**src/rtl/factorial_ctrl.sv**
```systemverilog
// factorial_ctrl: sequences a 64x64 signed Booth multiplier to compute n!.
// Captures n on start, issues one multiply per loop index k = 2..n, and
// reports the final 128-bit product with overflow and multiplier-hang flags.
module factorial_ctrl #(
  parameter int unsigned MUL_TIMEOUT = 255
) (
  input  logic         clk,
  input  logic         reset_n,
  input  logic         start,
  input  logic         clear,
  input  logic [63:0]  n,
  output logic         busy,
  output logic         done,
  output logic         overflow,
  output logic         timeout,
  output logic [127:0] result,
  output logic [63:0]  mul_multiplier,
  output logic [63:0]  mul_multiplicand,
  output logic         mul_op_start,
  output logic         mul_op_clear,
  input  logic         mul_op_done,
  input  logic [127:0] mul_result
);

  typedef enum logic [2:0] {
    S_IDLE,
    S_SETUP,
    S_ISSUE,
    S_WAIT,
    S_CLEAR,
    S_DONE
  } state_t;

  localparam logic [7:0] WAIT_LIMIT = 8'(MUL_TIMEOUT);

  state_t        state;
  logic [127:0]  acc;
  logic [63:0]   k;
  logic [63:0]   n_r;
  logic [7:0]    wcnt;
  logic [7:0]    wcnt_nxt;
  logic          in_run;

  // Operands come straight from the loop registers; they only change in
  // WAIT (acc capture) and CLEAR (k step), never while the multiplier samples.
  assign mul_multiplier   = k;
  assign mul_multiplicand = acc[63:0];

  // Next value of the wait counter and whether a run is in flight.
  always_comb begin
    wcnt_nxt = wcnt + 8'd1;
    in_run   = (state == S_SETUP) || (state == S_ISSUE) ||
               (state == S_WAIT)  || (state == S_CLEAR);
  end

  // Controller FSM; all outputs registered. mul_op_start is raised on the
  // transition into ISSUE and mul_op_clear on the transition into CLEAR, so
  // each is high for exactly the cycle spent in that state.
  always_ff @(posedge clk) begin
    if (!reset_n) begin
      state        <= S_IDLE;
      busy         <= 1'b0;
      done         <= 1'b0;
      overflow     <= 1'b0;
      timeout      <= 1'b0;
      result       <= '0;
      acc          <= 128'd1;
      k            <= '0;
      n_r          <= '0;
      wcnt         <= '0;
      mul_op_start <= 1'b0;
      mul_op_clear <= 1'b0;
    end else begin
      mul_op_start <= 1'b0;
      mul_op_clear <= 1'b0;
      if (clear && in_run) begin
        // Abort: one clear pulse to the multiplier, then IDLE. In CLEAR the
        // pulse is already on the wire, so it is not repeated.
        state        <= S_IDLE;
        busy         <= 1'b0;
        mul_op_clear <= (state != S_CLEAR);
      end else begin
        case (state)
          S_IDLE: begin
            if (start && !clear) begin
              n_r      <= n;
              acc      <= 128'd1;
              k        <= 64'd2;
              busy     <= 1'b1;
              done     <= 1'b0;
              overflow <= 1'b0;
              timeout  <= 1'b0;
              result   <= '0;
              state    <= S_SETUP;
            end
          end
          S_SETUP: begin
            if (n_r[63]) begin
              overflow <= 1'b1;
              busy     <= 1'b0;
              done     <= 1'b1;
              state    <= S_DONE;
            end else if (k > n_r) begin
              result   <= acc;
              busy     <= 1'b0;
              done     <= 1'b1;
              state    <= S_DONE;
            end else begin
              mul_op_start <= 1'b1;
              wcnt         <= '0;
              state        <= S_ISSUE;
            end
          end
          S_ISSUE: begin
            wcnt  <= '0;
            state <= S_WAIT;
          end
          S_WAIT: begin
            wcnt <= wcnt_nxt;
            if (mul_op_done) begin
              acc          <= mul_result;
              mul_op_clear <= 1'b1;
              state        <= S_CLEAR;
            end else if (wcnt_nxt == WAIT_LIMIT) begin
              timeout      <= 1'b1;
              mul_op_clear <= 1'b1;
              state        <= S_CLEAR;
            end
          end
          S_CLEAR: begin
            if (timeout) begin
              busy  <= 1'b0;
              done  <= 1'b1;
              state <= S_DONE;
            end else if (k == n_r) begin
              result <= acc;
              busy   <= 1'b0;
              done   <= 1'b1;
              state  <= S_DONE;
            end else if (|acc[127:63]) begin
              overflow <= 1'b1;
              result   <= acc;
              busy     <= 1'b0;
              done     <= 1'b1;
              state    <= S_DONE;
            end else begin
              k            <= k + 64'd1;
              mul_op_start <= 1'b1;
              state        <= S_ISSUE;
            end
          end
          S_DONE: begin
            if (clear) begin
              done     <= 1'b0;
              overflow <= 1'b0;
              timeout  <= 1'b0;
              state    <= S_IDLE;
            end
          end
          default: begin
            state <= S_IDLE;
            busy  <= 1'b0;
            done  <= 1'b0;
          end
        endcase
      end
    end
  end

endmodule

```
**config.mk**
```make
export PLATFORM = sky130hd
export DESIGN_NAME = factorial_ctrl
export DESIGN_NICKNAME = d
export VERILOG_FILES = /design/src/rtl/factorial_ctrl.sv
export SDC_FILE = /design/constraint.sdc
export NUM_CORES = 1
export LEC_CHECK = 0
export ABC_AREA = 1
export ABC_CLOCK_PERIOD_IN_PS = 5700
export BUFFER_PORTS_ARGS = -buffer_cell sky130_fd_sc_hd__buf_2
export CORE_AREA = 10 10 179 215
export CTS_CLUSTER_SIZE = 14
export DETAILED_ROUTE_END_ITERATION = 10
export DIE_AREA = 0 0 189 225
export PLACE_DENSITY = 0.85
export SYNTH_ARGS = -nofsm -noshare
export SYNTH_HDL_FRONTEND = slang
export SYNTH_SLANG_ARGS = --single-unit
```
**constraint.sdc**
```tcl
create_clock -name clk -period 5.7 [get_ports clk]
set_input_delay 0 -clock clk [delete_from_list [all_inputs] [get_ports clk]]
set_output_delay 0 -clock clk [all_outputs]
set_load 0.01 [all_outputs]
```
Word-level counts from Yosys, hierarchy flattened
Index checks and enable logic that the tools add are counted.
{"block": "totals", "reg_bits": 401, "out_inout_bits": 262, "word_cells": 131}
{"block": "classes", "n_addsub": 2, "order_cmp": 1, "n_eq_ne": 25, "n_mux": 60, "bitwise": 4, "reduce_logical": 27}
{"operator": "$mux 128", "n": 8}
{"operator": "$pmux 128 s3", "n": 1}
{"operator": "$mux 64", "n": 4}
{"operator": "$pmux 128 s2", "n": 1}
{"operator": "$pmux 64 s2", "n": 1}
{"operator": "$reduce_or 65->1", "n": 1}
{"operator": "$add 64x1->64 const B", "n": 1}
{"operator": "$eq 64x64->1", "n": 1}
{"operator": "$gt 64x64->1", "n": 1}
{"operator": "$mux 1", "n": 27}
{"operator": "$mux 3", "n": 9}
{"operator": "$pmux 8 s3", "n": 1}
{"operator": "$ne 2x2->1 const B", "n": 10}
{"operator": "$pmux 3 s6", "n": 1}
{"operator": "$reduce_and 6->1", "n": 3}
{"operator": "$mux 8", "n": 2}
{"operator": "$reduce_and 4->1", "n": 3}
{"operator": "$reduce_bool 3->1", "n": 3}
{"operator": "$add 8x1->8 const B", "n": 1}
{"operator": "$eq 8x8->1 const B", "n": 1}
{"operator": "$pmux 1 s4", "n": 2}
{"operator": "$reduce_and 8->1", "n": 1}
{"operator": "$reduce_and 7->1", "n": 1}
{"operator": "$eq 3x2->1 const B", "n": 2}
{"operator": "20 further kinds", "n": 33}

Longest topological paths before layout
Gate-level depths: netlist of run 1.
{"block": "logic_depth", "ltp_word": 7, "depth_mapped": 21, "mapped_depth_nobuf": 20}

Worst setup path before layout of run 1
Ideal clock, no wire load.
{"block": "synth_timing", "path_type": "register to register", "from": "reg k[39], in the netlist mul_multiplier[39]", "to": "reg result[71]", "setup_ns": 0.116, "arrival_time_ns": 2.104, "path_slack_ns": 3.480, "path_stages_with_launch": 17, "period_less_slack_ns": 2.220, "cell_sequence": "dfxtp_1 ha_1 nand2_1 nor2_1 nor2b_1 nand3_1 inv_1 nand2_1 o21bai_1 nand2_1 nand2_1 nand2_1 nand2_4 buf_6 buf_4 o21ai_0 nor2_1"}
{"block": "synth_via", "elab_chain_len": 4, "word_cells_on_any_way": 8, "classes_between": "order compare: 1; eq/ne: 3; mux: 3; reduce/logical: 1"}
{"item": "start: declaration", "line_no": "38", "rtl": "logic [63:0] k;"}
{"item": "start signal: assignment", "line_no": "147", "rtl": "k <= k + 64'd1;"}
{"item": "parallel branches: the longest is 4 deep, another holds $gt 64x64->1"}
{"item": "end signal: assignment", "line_no": "93", "rtl": "result <= '0;"}
{"item": "end signal: assignment", "line_no": "136", "rtl": "result <= acc;"}
{"item": "end signal: assignment", "line_no": "142", "rtl": "result <= acc;"}
{"item": "end: declaration", "line_no": "16", "rtl": "output logic [127:0] result,"}
Several ways; the timed one is not identified. The select of a mux whose other input is x is not followed.
A chain may end at the register's enable or synchronous reset.

Final worst setup path of run 1
{"block": "layout_timing", "from": "reg state[1]", "to": "reg result[111]"}
{"block": "layout_via", "elab_chain_len": 7, "word_cells_on_any_way": 18, "classes_between": "eq/ne: 9; mux: 1; bitwise: 1; reduce/logical: 7"}
{"item": "start: declaration", "line_no": "36", "rtl": "state_t state;"}
{"item": "start signal: assignment", "line_no": "61", "rtl": "state <= S_IDLE;"}
{"item": "start signal: assignment", "line_no": "79", "rtl": "state <= S_IDLE;"}
{"item": "start signal: assignment", "line_no": "94", "rtl": "state <= S_SETUP;"}
{"item": "$eq 3x1->1 or $eq 3x2->1 (tied branches)", "line_no": "52, 83"}
{"item": "$logic_or 1x1->1 (2 in series)", "line_no": "52", "rtl": "in_run = (state == S_SETUP) || (state == S_ISSUE) ||"}
{"item": "$logic_or 1x1->1", "line_no": "53", "rtl": "(state == S_WAIT) || (state == S_CLEAR);"}
{"item": "$logic_and 1x1->1", "line_no": "76", "rtl": "if (clear && in_run) begin"}
{"item": "$not 1->1 (no source line)"}
{"item": "$reduce_and 7->1 (no source line)"}
{"item": "end signal: assignment", "line_no": "66", "rtl": "result <= '0;"}
{"item": "end signal: assignment", "line_no": "93"}
{"item": "end signal: assignment", "line_no": "104", "rtl": "result <= acc;"}
Several ways; a longest one is shown, not always the timed one.

==> impl_metrics.py, run 1 <==
metrics = {
    "status": {
        "status": "complete, no violations",
    },
    "sta": {
        "slew_violations": 0,
        "rsz0062_at_grt": "false",
        "worst_pin_slew_ps": 1170,
        "fin_crit_ps": 4280,
        "timing.final.crit_share_pct": 75.2,
        "finalSetupViolCount": 0,
        "skew_ps": 19.9,
        "hold_violations": 0,
        "tns_ps": 0,
        "max_freq_ghz": 0.233,
        "relSlewSlack_pct": 21.6,
    },
    "cts": {
        "clkLatencyLatePin_ps": 560,
        "cts_tree": "built",
        "clock_path_buffers": 3,
        "numCtsBuffers": 41,
        "root_buffer": "clkbuf_16",
        "cts.sinks": 401,
        "cts.htree.levels": 2,
        "clk_pin_slew_ps": 60,
    },
    "setup_path": {
        "slowest_delay_ps": 820,
        "endpoint_kind": "register",
        "critPathMaxFanout": 53,
        "start_kind": "register",
        "critPathLaunch": "state[1]",
        "cp_cell_sequence": "nor2_2, inv_2, nor2_2, inv_2, a21oi_2, nor2_4, buf_4, nand2_2, a21oi_2, o21ai_2, nor2_4, nand2_4, inv_2, buf_4, nor2_1, nor2_1",
        "arrival_ps": 4760,
        "r2r_setup_slack_ps": 1420,
        "r2r_start": "state[1]",
        "crit_top_cell": "inv_2",
        "worstSetupPathType": "register to register",
        "cp.required_ps": 6180,
        "slowest_stage": "inv_2",
    },
    "pwr": {
        "pwr-share-seq_pct": 32.1,
        "p_sw_mw": 4.88,
        "pwr_density_cell_nw_per_um2": 438,
        "power_leakage_nw": 10.9,
        "power.internal_mw": 6.03,
        "combPwrFrac_pct": 43.8,
        "ir_drop_mv": 0.317,
        "netSwitchingFraction_pct": 44.7,
        "clockPowerShare_pct": 24.1,
    },
    "floorplanning": {
        "core-area_sq_um": 34400,
        "row_count": 75,
        "start_util_pct": 57.7,
        "dieArea_sq_um": 42500,
        "dieHeight_um": 225,
        "die_x_um": 189,
        "ios": 459,
    },
    "cells_and_area": {
        "fin_nets": 3662,
        "syn_to_final_growth_pct": 25.3,
        "layout-drive-gt1-share_pct": 16.4,
        "fin_cells": 3892,
        "regArea_sq_um": 8030,
        "fillers": 2597,
        "final_area_sq_um": 24900,
        "multi_input_area_sq_um": 9480,
    },
    "min_path": {
        "min_from": "n[44]",
        "hold_class": "primary input to register",
    },
    "synthesis": {
        "ys_seq_area_share_pct": 40.4,
        "synth_seq_cells": 401,
        "synth_edf_count": 0,
        "syn_nets": 3172,
        "synth_cells": 2908,
        "avgSynthCellArea_sq_um": 6.84,
        "synth_area_sq_um": 19900,
        "ys_async_sr_fraction_pct": 0,
        "synthFlopType": "dfxtp_1",
        "synth_warnings": 0,
        "synth_cell_type_count": 41,
    },
    "global_route": {
        "grt.total_usage_pct": 35.2,
        "grt_first_pass_wirelength_um": 122000,
        "antenna_found_initial": 5,
        "grt_max_degree": 132,
        "grt_overflow": 0,
        "grt_pass1_vias": 21848,
    },
    "route": {
        "wirelength_um": 79200,
        "dr.first_iter.drc_count": 2488,
        "remaining_drc_errors": 0,
        "vias_per_cell": 5.72,
        "wl_per_cell_um": 20.3,
        "ant_nets": 0,
        "vias": 22280,
        "drt_pre_antenna_iters": 8,
    },
    "place": {
        "io_buffers": 458,
        "routabilityCongestion": 1.03,
        "place_area_sq_um": 21700,
        "dpl.hpwl_um": 50900,
        "dpl.cell_count": 3618,
    },
    "flow_run": {
        "drv_cap": 0,
    },
}
==> synth_stat cells, types with 2 or more instances <==
library cell	number	area [sq um]
o21ai_0	111	556
ha_1	67	838
nand3b_1	3	22.5
nand2_1	574	2150
dfxtp_1	401	8030
a21o_1	4	30.0
buf_6	9	101
nand4_1	36	225
nor2_2	7	43.8
xnor2_1	11	96.3
a21oi_2	3	26.3
nand3_1	209	1050
nor4_1	16	100
buf_4	82	616
o21bai_1	2	15.0
buf_1	2	7.51
and3_1	2	12.5
inv_1	289	1080
nor3_1	28	140
a21oi_1	331	1660
buf_2	36	180
clkbuf_1	97	364
or2_2	3	18.8
xor2_1	42	368
o21ai_1	43	215
nor2_1	476	1790
inv_2	10	37.5
==> per-layer routing <==
layer | track usage, % | wire, um
met5 | 0 | 0
met4 | 22.8 | 5630
met3 | 9.83 | 8620
met2 | 58.7 | 37000
met1 | 38.9 | 27900
==> power groups by stage <==
stage | registers [mW] | logic (mW) | clock network (mW)
after global placement | 3.51 | 4.28 | 0
final | 3.50 | 4.78 | 2.63
after global routing | 3.53 | 5.22 | 2.76
after detailed placement | 3.53 | 4.38 | 0
after CTS | 3.47 | 4.55 | 2.63
after floorplan | 3.60 | 3.32 | 0
==> flip-flops by register name (all words and copies together) (netlist names) <==
signal	cells
done	1
mul_op_start	1
n_r	64
state	3
mul_multiplier	64
busy	1
overflow	1
wcnt	8
mul_op_clear	1
result	128
timeout	1
acc	128
==> final timing paths <==
kind / to / cells after the start
setup / recovery: result[111] / 16
hold / removal: n_r[44] / 4
setup reg to reg: result[111] / 16
hold reg to reg: n_r[60] / 2
==> final cells by class <==
type / count / area share [%]
Multi-Input combinational cell: 1981 / 38.0
Sequential cell: 401 / 32.2
Timing Repair Buffer: 673 / 17.7
Clock buffer: 60 / 4.65
Inverter: 300 / 4.55
Tap cell: 462 / 2.32
Clock inverter: 10 / 0.437
Antenna cell: 5 / 0.0502
==> critical path: cells and delay by family (launching register included) <==
| kind | cells | cell delay, ps |
|---|---|---|
| AOI/OAI and AO/OA | 3 | 400 |
| buffers and inverters | 5 | 2330 |
| and+or+nand+nor | 8 | 1010 |
| DFF | 1 | 400 |
==> metrics by stage <==
stage          power [mW]  setup WS [ps]  utilization [%]  hold WS, ps
5_1_grt              11.5           1120             72.4          265
2_1_floorplan        6.92           3480                -          135
6_report             10.9           1420             72.4          263
4_1_cts              10.7           1560             72.3          241
3_5_place_dp         7.91           1610             62.9          274
3_3_place_gp         7.79           1670             62.9          267
==> cells by family after synthesis <==
family / after synthesis / synth area share [%]
adders and majority gates: 67 / 4.22
xor gates and xnor gates: 53 / 2.33
and+or+nand+nor: 1360 / 28.2
AOI/OAI and AO/OA: 501 / 12.9
DFF: 401 / 40.4
buffers and inverters: 526 / 12.0
==> placed cells by master, fill, tap and decap left out, types with 2 or more instances in the layout <==
master | Yosys | layout
inv_2 | 10 | 10
diode_2 | 0 | 5
dlygate4sd3_1 | 0 | 199
and3_1 | 2 | 2
xor2_1 | 42 | 42
clkinv_2 | 0 | 6
clkbuf_8 | 0 | 4
a21oi_1 | 331 | 331
inv_1 | 289 | 287
or2_2 | 3 | 3
buf_4 | 82 | 15
nand3b_1 | 3 | 3
nand4_1 | 36 | 36
o21ai_1 | 43 | 43
nand2_1 | 574 | 574
clkbuf_1 | 97 | 14
nor2_1 | 476 | 476
dfxtp_1 | 401 | 401
nor2_4 | 1 | 4
nand3_1 | 209 | 208
clkbuf_16 | 0 | 42
o21bai_1 | 2 | 2
clkinvlp_4 | 0 | 3
a21oi_2 | 3 | 3
nor3_1 | 28 | 28
ha_1 | 67 | 67
a21o_1 | 4 | 4
nor2_2 | 7 | 4
buf_2 | 36 | 457
nor4_1 | 16 | 16
xnor2_1 | 11 | 11
o21ai_0 | 111 | 111
==> timing repair <==
action | in CTS | in global routing
endpoints found under the setup margin | 0 | 0
hold endpoints to repair | 230 | 0
resized for setup | 0 | 0
hold buffers | 199 | 0
setup buffers | 0 | 0
No activity file was read; power rests on OpenSTA's default activity.
==> run 2, diff against run 1 <==
==> config.mk (replaced) <==
export PLATFORM = sky130hd
export DESIGN_NAME = factorial_ctrl
export DESIGN_NICKNAME = d
export VERILOG_FILES = /design/src/rtl/factorial_ctrl.sv
export SDC_FILE = /design/constraint.sdc
export NUM_CORES = 1
export LEC_CHECK = 0
export ABC_AREA = 1
export ABC_CLOCK_PERIOD_IN_PS = 3500
export BUFFER_PORTS_ARGS = -buffer_cell sky130_fd_sc_hd__buf_2
export CORE_AREA = 10 10 195 234
export CTS_CLUSTER_SIZE = 14
export DETAILED_ROUTE_END_ITERATION = 10
export DIE_AREA = 0 0 205 244
export PLACE_DENSITY = 0.76
export SYNTH_ARGS = -nofsm -noshare
export SYNTH_HDL_FRONTEND = slang
export SYNTH_SLANG_ARGS = --single-unit
==> constraint.sdc (replaced) <==
create_clock -name clk -period 3.5 [get_ports clk]
set_input_delay 0 -clock clk [delete_from_list [all_inputs] [get_ports clk]]
set_output_delay 0 -clock clk [all_outputs]
set_load 0.01 [all_outputs]
==> run 2 against run 1 <==
Critical path depth is 3 lower. Final area is 4.4% higher. Register-to-register slack worse by 1200 ps. Worst setup slack worse by 1200 ps. Clock-buffer cell count is 3 lower. Maximum frequency is 31% higher. Clock skew is 12 ps higher. Sequential share of layout area is 1.3 points lower. Largest cell class unchanged.
==> impl_metrics.py, run 2 (synthesis results as in run 1) <==
metrics = {
    "setup_path": {
        "cp_cell_sequence": "nor2_2, inv_2, nor2_2, inv_2, a21oi_2, nor2_4, o21ai_0, nor2_1, inv_4, buf_12, nand2_1, a21oi_1, dlygate4sd3_1",
        "endpoint_kind": "register",
        "slowest_delay_ps": 600,
        "crit_buf_inv": 5,
        "slowest_stage": "dlygate4sd3_1",
        "start_kind": "register",
        "arrival_ps": 3770,
        "critPathTopFamily": "buffers and inverters",
        "worstSetupPathType": "register to register",
        "critPathMaxFanout": 71,
        "cp.required_ps": 3990,
    },
    "route": {
        "drt_pre_antenna_iters": 6,
        "wirelength_um": 74400,
        "vias": 21439,
        "ant_nets": 0,
        "remaining_drc_errors": 0,
        "dr.first_iter.drc_count": 1460,
        "wl_per_cell_um": 18.4,
        "vias_per_cell": 5.29,
    },
    "global_route": {
        "grt.total_usage_pct": 28.5,
        "grt_pass1_vias": 20686,
        "grt_overflow": 0,
        "grt_first_pass_wirelength_um": 115000,
        "grt_max_degree": 204,
        "antenna_found_initial": 1,
    },
    "cells_and_area": {
        "layout_common_cells": "574 x nand2_1, 476 x nor2_1, 457 x buf_2",
        "final_util_pct": 63.2,
        "top_regs": "acc (128), result (128)",
        "fillers": 3547,
        "regArea_sq_um": 8030,
        "multi_input_area_sq_um": 9490,
        "layout-drive-gt1-share_pct": 17.7,
        "syn_to_final_growth_pct": 30.8,
        "fin_nets": 3732,
        "mostFrequentLayoutCell": "nand2_1",
    },
    "status": {
        "status": "complete, no violations",
    },
    "sta": {
        "tns_ps": 0,
        "relSlewSlack_pct": 21.8,
        "slew_violations": 0,
        "fin_ws_ps": 219,
        "timing.final.crit_share_pct": 93.7,
        "skew_ps": 31.6,
        "max_freq_ghz": 0.305,
        "finalSetupViolCount": 0,
        "worst_pin_slew_ps": 1170,
        "fin_crit_ps": 3280,
        "rsz0062_at_grt": "false",
        "hold_violations": 0,
    },
    "min_path": {
        "hold_class": "primary input to register",
    },
    "floorplanning": {
        "row_count": 82,
        "ios": 459,
        "dieArea_sq_um": 50000,
        "core-area_sq_um": 41100,
        "start_util_pct": 48.3,
        "dieHeight_um": 244,
        "die_x_um": 205,
    },
    "cts": {
        "numCtsBuffers": 42,
        "root_buffer": "clkbuf_16",
        "cts_tree": "built",
        "cts.htree.levels": 2,
        "clock_path_buffers": 3,
        "cts.sinks": 401,
        "clkLatencyLatePin_ps": 560,
        "cts_resized": 0,
        "postCtsSetupBuffers": 0,
        "clk_pin_slew_ps": 70,
    },
    "pwr": {
        "ir_drop_mv": 0.573,
        "pwr_density_cell_nw_per_um2": 708,
        "power_leakage_nw": 11.5,
    },
    "flow_run": {
        "drv_cap": 0,
    },
    "place": {
        "routabilityCongestion": 0.992,
        "dp_slack_ps": 444,
        "dpl.hpwl_um": 50100,
        "io_buffers": 458,
    },
}
[run 2: changes by cell type in the layout (fill, tap and decap cells not counted), moves of 4 or more]
cell,change
buf_12,+7
buf_4,+31
bufinv_16,+7
clkbuf_1,-10
clkbuf_8,+6
diode_2,-4
dlygate4sd3_1,+31
[run 2: timing repair]
item	in CTS	in global routing
setup endpoints to repair	0	0
hold buffers	230	0
endpoints found under the hold margin	236	0
[run 2: final timing paths]
kind / startpoint / to / slack [ps] / cells past startpoint
setup reg to reg: state[1] / acc[16] / 220 / 13
hold / removal: n[34] / n_r[34] / 260 / 4
hold reg to reg: n_r[48] / n_r[48] / 460 / 2
setup / recovery: state[1] / acc[16] / 220 / 13
[run 2: worst reg2reg max path: stages, from the launching register on]
cell           delay [ps]
dfxtp_1               360
nor2_2                200
inv_2                  70
nor2_2                110
inv_2                 100
a21oi_2               240
nor2_4                 80
o21ai_0                80
nor2_1                100
inv_4                 570
buf_12                370
nand2_1               190
a21oi_1               160
dlygate4sd3_1         600
[run 2: report_power, final]
part           internal (mW)  switching (mW)
clock network           3.07            1.95
registers               5.32           0.336
logic                   2.32            5.42
[run 2: cell type report]
cell class / count / area share, %
inverter: 300 / 4.36
antenna: 1 / 0.00962
tap: 546 / 2.63
sequential: 401 / 30.9
clock inverter: 21 / 1.29
multi-input combinational: 1981 / 36.5
clock buffer: 57 / 4.72
timing repair buffer: 742 / 19.6
[run 2: stage by stage]
step | std cells | power (mW) | area [sq um] | hold slack [ps]
6_report | 4049 | 18.4 | 26000 | 256
5_1_grt | 4049 | 19.6 | 26000 | 265
3_5_place_dp | 3740 | 13.2 | 22100 | 270
4_1_cts | 4048 | 18.4 | 26000 | 234
3_3_place_gp | 3740 | 13.1 | 22100 | 263
2_1_floorplan | 2908 | 11.3 | 19900 | 135
[run 2: layer usage]
metal  up-vias  part of all wire (%)  wire (um)  GRT usage [%]
met5         -                     0          0              0
met4         0                   6.4       4780           16.4
met3       265                   8.4       6280           6.24
met2      1037                    47      34900           47.1
met1      9782                    38      28400           33.3
li1      10355                     -          -              -
